File: config.mk
export PLATFORM = sky130hd
export DESIGN_NAME = rr_encoder_arbiter
export DESIGN_NICKNAME = d
export VERILOG_FILES = /design/src/rtl/rr_encoder_arbiter.sv
export SDC_FILE = /design/constraint.sdc
export NUM_CORES = 1
export LEC_CHECK = 0
export CAP_MARGIN = 15
export CORE_AREA = 2 2 73 93
export DETAILED_ROUTE_END_ITERATION = 10
export DIE_AREA = 0 0 75 95
export GPL_ROUTABILITY_DRIVEN = 0
export GPL_TIMING_DRIVEN = 0
export PLACE_DENSITY = 0.87
export SYNTH_ARGS = -nofsm -noshare
export SYNTH_HDL_FRONTEND = slang
export SYNTH_SLANG_ARGS = --single-unit
File: constraint.sdc
create_clock -name clk -period 12.1 [get_ports clk]
set_input_delay 2.42 -clock clk [delete_from_list [all_inputs] [get_ports clk]]
set_output_delay 2.42 -clock clk [all_outputs]
set_load 0.01 [all_outputs]
File: src/rtl/rr_encoder_arbiter.sv
// Round-robin arbiter: 16 requesters share one resource, grant reported as binary index and one-hot.
// Latency: grant registered one cycle after req is sampled; one dead cycle between successive grants.
// Backpressure: owner holds until done, withdrawal or hold timeout; enable=0 blocks only new grants.
module rr_encoder_arbiter #(
  parameter int N_REQ    = 16,
  parameter int IDX_W    = 4,
  parameter int MAX_HOLD = 8
) (
  input  logic             clk,
  input  logic             rst,
  input  logic             enable,
  input  logic [N_REQ-1:0] req,
  input  logic             done,
  output logic             grant_valid,
  output logic [IDX_W-1:0] grant_idx,
  output logic [N_REQ-1:0] grant_onehot,
  output logic             timeout
);

  // Hold counter must still be at least one bit wide when the limit is disabled.
  localparam int HC_W = (MAX_HOLD > 0) ? $clog2(MAX_HOLD + 1) : 1;

  typedef enum logic [1:0] {IDLE, GRANT, TURN} state_t;

  state_t            state;
  logic [IDX_W-1:0]  last_idx;
  logic [HC_W-1:0]   hold_cnt;

  logic              win_found;
  logic [IDX_W-1:0]  win_idx;
  logic [IDX_W-1:0]  cand;
  logic              rel_to;
  logic              release_now;

  // Rotating priority search: start just after the last owner, wrap 15->0, first set bit wins.
  always_comb begin
    win_found = 1'b0;
    win_idx   = '0;
    cand      = '0;
    for (int k = 1; k <= N_REQ; k++) begin
      cand = last_idx + IDX_W'(k);
      if (!win_found && req[cand]) begin
        win_found = 1'b1;
        win_idx   = cand;
      end
    end
  end

  // Release when the owner is done, withdraws its request, or reaches its hold limit.
  always_comb begin
    rel_to      = (MAX_HOLD != 0) && (hold_cnt == HC_W'(MAX_HOLD - 1));
    release_now = (state == GRANT) && (done || !req[grant_idx] || rel_to);
  end

  // Single FSM with registered outputs. TURN is the dead cycle after a release and also
  // performs arbitration, so the next grant lands right after it (1-cycle gap).
  always_ff @(posedge clk) begin
    if (rst) begin
      state        <= IDLE;
      last_idx     <= '1;
      hold_cnt     <= '0;
      grant_valid  <= 1'b0;
      grant_idx    <= '0;
      grant_onehot <= '0;
      timeout      <= 1'b0;
    end else begin
      case (state)
        IDLE, TURN: begin
          hold_cnt <= '0;
          if (enable && win_found) begin
            state        <= GRANT;
            grant_valid  <= 1'b1;
            grant_idx    <= win_idx;
            grant_onehot <= N_REQ'(1) << win_idx;
            timeout      <= (MAX_HOLD == 1);
          end else begin
            state        <= IDLE;
            grant_valid  <= 1'b0;
            grant_idx    <= '0;
            grant_onehot <= '0;
            timeout      <= 1'b0;
          end
        end
        GRANT: begin
          if (release_now) begin
            state        <= TURN;
            last_idx     <= grant_idx;
            hold_cnt     <= '0;
            grant_valid  <= 1'b0;
            grant_idx    <= '0;
            grant_onehot <= '0;
            timeout      <= 1'b0;
          end else begin
            // Saturate rather than wrap; only reachable when there is no hold limit.
            if (hold_cnt != '1) begin
              hold_cnt <= hold_cnt + 1'b1;
            end
            // Pre-compute the pulse so it is visible in the final hold cycle.
            timeout <= (MAX_HOLD != 0) &&
                       (HC_W'(hold_cnt + 1'b1) == HC_W'(MAX_HOLD - 1));
          end
        end
        default: begin
          state        <= IDLE;
          grant_valid  <= 1'b0;
          grant_idx    <= '0;
          grant_onehot <= '0;
          timeout      <= 1'b0;
        end
      endcase
    end
  end

endmodule

======== Yosys cells after proc, flatten, opt, wreduce, memory -nomap -nowiden ========
Cells that the tools add are included.
storage, ports and cells
  input bits .............................. 20
  flip-flop bits (word level) ............. 32
  output and inout bits ................... 22
operators by class
  add/subtract/negate cells ............... 16
  bitwise operators ....................... 1
  $lt $le $gt $ge ......................... 17
  equality and inequality tests ........... 7
  reduce and logical (&&, ||, !) cells .... 41
  mux-type cells .......................... 81
  shift operators ......................... 1
operators with widths
  kind                                                  number
  < comparator 4 x 5 -> 1 bit (second input constant)   17
  two-way mux 4 bit                                     20
  binary-select mux 1 bit (select 4 bit)                17
  two-way mux 1 bit                                     36
  adder 4 bit (second input constant)                   8
  two-way mux 16 bit                                    2
  one-hot mux 16 bit (2 select lines)                   1
  logical AND 1 bit                                     17
  adder 4 x 3 -> 4 bit (second input constant)          4
  zero test 1 bit                                       16
  one-hot mux 4 bit (2 select lines)                    2
  << shifter 1 x 4 -> 16 bit (first input constant)     1
  adder 4 x 1 -> 4 bit (second input constant)          2
  adder 4 x 2 -> 4 bit (second input constant)          2
  equality test 4 x 3 -> 1 bit (second input constant)  2
  != test 4 bit (second input constant)                 1
  one-hot mux 2 bit (2 select lines)                    1
  AND reduction 2 bit                                   2
  != test 3 x 2 -> 1 bit (second input constant)        1
  OR reduction 3 bit                                    1
  equality test 2 x 1 -> 1 bit (second input constant)  1
  equality test 2 bit (second input constant)           1
  zero test 2 bit                                       1
  logical OR 1 bit                                      2
  6 further kinds                                       6

======== Depth between registers and ports, before layout ========
  depth after elaboration ................. 52
  gate-level depth with buffers ........... 18

======== Least setup slack after synthesis ========
OpenSTA, ideal clock, no wires.
  path type ............................... input-to-reg
  start ................................... input port req[13]
  end ..................................... register grant_onehot[4]
  setup time .............................. 117 ps
  path slack .............................. 6742 ps
  arrival time ............................ 5240 ps
  cell stages on the path ................. 10
  cells stage by stage .................... mux4_2 > mux4_2 > or3_1 > buf_6 > nor3_4 > buf_6 > nand2_4 > or3_4 > and4b_1 > a32o_1
on the way
  cells in the longest elaborated chain, start to end .. 51
ends and longest elaborated chain
  what                                                                    RTL line  text
  start, declared                                                         12        input logic [N_REQ-1:0] req,
  binary-select mux 1 bit (select 4 bit)                                  42        if (!win_found && req[cand]) begin
  two-way mux 1 bit (implied by the code)                                 42
  two-way mux 1 bit                                                       42
  zero test 1 bit                                                         42
  logical AND 1 bit                                                       42
  two-way mux 1 bit                                                       42
  zero test 1 bit                                                         42
  logical AND 1 bit                                                       42
  (+35 left out)                                                          --
  logical AND 1 bit                                                       42
  two-way mux 1 bit                                                       42
  zero test 1 bit                                                         42
  logical AND 1 bit                                                       42
  two-way mux 4 bit / two-way mux 1 bit (equally long branches)           42
  << shifter 1 x 4 -> 16 bit / logical AND 1 bit (equally long branches)  74, 70
  two-way mux 16 bit                                                      70        if (enable && win_found) begin
  one-hot mux 16 bit (2 select lines)                                     67        case (state)
  end signal, assigned                                                    74        grant_onehot <= N_REQ'(1) << win_idx;
  end, declared                                                           16        output logic [N_REQ-1:0] grant_onehot,
Several ways; a longest one is shown, not always the timed one. The select of a mux whose other input is x is not followed.
A chain may end at the register's enable or synchronous reset.

======== Worst setup path in the final report ========
  start ................................... input port req[3]
  end ..................................... register grant_onehot[4]
Same word-level chain as after synthesis.

==> metrics.txt <==
Critical Path RT=12.33 ns; total global-route track usage=0.3533; Initial DRT Pass Iterations=5; ys async rst share=0; PD cells=158.8 nW/µm²; Crit. End Element=flop; LEAKAGE=1.690 nW; post-route clock skew=0.003756 ns; TritonCTS clock tree=done; final hold vios=0; DIE AREA=7125 µm²; Peak Freq=0.1608 GHz; sequential fraction of the synthesis area=0.1634; first-pass GRT wire length=19.20 mm; layout cells sized above 1=0.1670; Clock Tree Root=clkbuf_8; final setup fails=0; Final Net Count=496; Avg Synthesized Cell Area=9.085 µm²; final core utilization=0.7011; detail-routed net length per standard cell=21.43 µm; Placeable Area=6317 µm²; Port Buffer Count=40; Post-synth EDFFs=0; critical path class=in2reg; met2 Resource Use GR=0.5921; max-cap violations=0; final worst slack=5.880 ns; most frequent cells in the layout=nand2_1 (51), clkdlybuf4s50_1 (40), nor2_1 (31), dfxtp_1 (31), mux4_2 (23); vias in the first global route=3867; initial antenna violation count=0; Hold WC Path Type=reg2reg; vias per inst=7.081; synth warn=0; Yosys cell types=83; M3 GR Usage=0.04803; Max clock buf depth=2; Post-Place Worst Slack=5.677 ns; most common library cell in the layout ignoring fill and taps=nand2_1; Sink Count=31; Routed WL=11.87 mm; min cycle time layout=6.220 ns; Max H-tree Level=2; io pins=42; synthesized net count=448; most used routing layer=met2; row cnt=33; unrepaired setup endpoints after global routing=false; Clk Latency, worst-skew pair=0.29 ns; Area Overhead vs Synth=16.64%; Die Span Y=95 µm; DIE WIDTH=75 µm; post-route ant nets=0; TNS Setup=0 ns; dominant synthesized flop cell=dfxtp_1; status=complete, no violations; postcts setup bufs=0; # hold bufs at CTS=0; Worst setup SP type=input pin; DP HPWL=8.929 mm; Synth Instances=418; final cycle utilization of the critical path=0.5140; Num CTS Buffers=5; DRC=0; Congestion Overflow GR=0; Inserted Diodes=0; Layout fillers=479; Yosys reg bits=31; Iter 0 DRT Violations=427; Worst Path Max Fanout=10; Slew Limit Fails=0; largest net degree at the start of global routing=12; relative slew slack=0.3518; worst vdd ir=0.1614 mV; arrival time of the worst setup path=6.45 ns; routed vias=3923; PostCTS Resize Cnt=0; clock transition at the registers of the reported paths=0.07 ns; area of the mapped netlist=3797 µm²; Worst Max-Slew Pin Slew=0.9691 ns; Initial Util=0.6011; routing usage on met1=0.4153
[routing by layer]
metal,vias up,share of wire
met5,-,0
met2,295,0.51
met1,1841,0.36
li1,1732,-
met4,0,0.055
met3,55,0.083
[kinds of logic after synthesis]
family	Yosys count	synth area share
muxes	69	0.3002
adders and majority gates	10	0.03295
DFF	31	0.1634
xor gates and xnor gates	11	0.02537
and+or+nand+nor	157	0.2142
AOI/OAI and AO/OA	107	0.2109
buffers and inverters	33	0.05305
[sequential cells by signal, summed over array words and instances (netlist names)]
register and flops:
state 1, grant_valid 1, hold_cnt 4, last_idx 4, grant_idx 4, timeout 1
grant_onehot 16
[critical path, cell delays in order]
cell	delay (ns)
clkdlybuf4s50_1	0.51
mux4_1	0.69
mux4_2	0.64
a2111oi_4	0.44
nand4b_1	0.23
nor3_4	0.20
buf_6	0.17
and3_1	0.16
a21oi_1	0.05
a211o_1	0.36
nor3b_2	0.36
a32o_1	0.23
[cells in the mapped netlist, types with 3 or more instances]
cell type  count  area (µm²)
mux4_2        23       518.0
a211o_1        7       61.31
a22oi_1        5       37.54
nor3b_1        4       30.03
xor2_1         5       43.79
mux2i_1       22       220.2
a31oi_1        4       25.02
a21oi_1       21       105.1
o31ai_1        7       52.55
mux2_2        12       135.1
mux2_4         3       45.04
mux4_1         8       210.2
nor2b_1        9       56.30
inv_1          8       30.03
a22o_1         6       52.55
nor3_1        11       55.05
o21ai_1        4       20.02
o211ai_1       4       30.03
nor2_1        31       116.4
dfxtp_1       31       620.6
buf_2          4       20.02
and3_1         3       18.77
nand3_1       12       60.06
nand2_1       51       191.4
xnor2_1        6       52.55
ha_1          10       125.1
clkbuf_1       9       33.78
buf_6          3       33.78
o31a_1         3       26.28
nand4_1        5       31.28
nand2b_1       7       43.79
a211oi_1       5       37.54
o21ai_0       11       55.05
[final cells by class]
| type | count | area (µm²) | share of cell area |
|---|---|---|---|
| Clock inverter | 2 | 35.03 | 0.007910 |
| Clock buffer | 6 | 82.58 | 0.01864 |
| Multi-Input combinational cell | 354 | 2975 | 0.6718 |
| Timing Repair Buffer | 41 | 405.4 | 0.09153 |
| Inverter | 10 | 37.54 | 0.008475 |
| Buffer | 23 | 163.9 | 0.03701 |
| Sequential cell | 31 | 620.6 | 0.1401 |
| Tap cell | 87 | 108.9 | 0.02458 |
[final timing paths]
check             depth (start not counted)                       endpoint                           from  slack [ns]
setup / recovery                         12   grant_onehot[4]$_SDFFE_PP0N_                         req[3]        5.88
hold / removal                            2  grant_onehot[13]$_SDFFE_PP0N_  grant_onehot[13]$_SDFFE_PP0N_        0.46
setup reg to reg                         18   grant_onehot[4]$_SDFFE_PP0N_       last_idx[1]$_SDFFE_PP1P_        6.15
hold reg to reg                           2  grant_onehot[13]$_SDFFE_PP0N_  grant_onehot[13]$_SDFFE_PP0N_        0.46
[metrics by stage]
stage / std cells / hold WS (ns) / power [mW] / cell area (µm²)
after floorplan: 418 / 0.4727 / 0.4586 / 3797
after global placement: 545 / 0.4418 / 0.5649 / 4307
after detailed placement: 546 / 0.4507 / 0.5775 / 4312
after global routing: 554 / 0.4820 / 0.7375 / 4429
after CTS: 554 / 0.4597 / 0.6863 / 4429
final: 554 / 0.4564 / 0.7033 / 4429
[where the power goes]
group	internal [mW]	switching [mW]	total [mW]
Clock	0.0666	0.0403	0.107
Sequential	0.111	0.00789	0.119
Combinational	0.195	0.282	0.477
(Power assumes the default switching activity.)
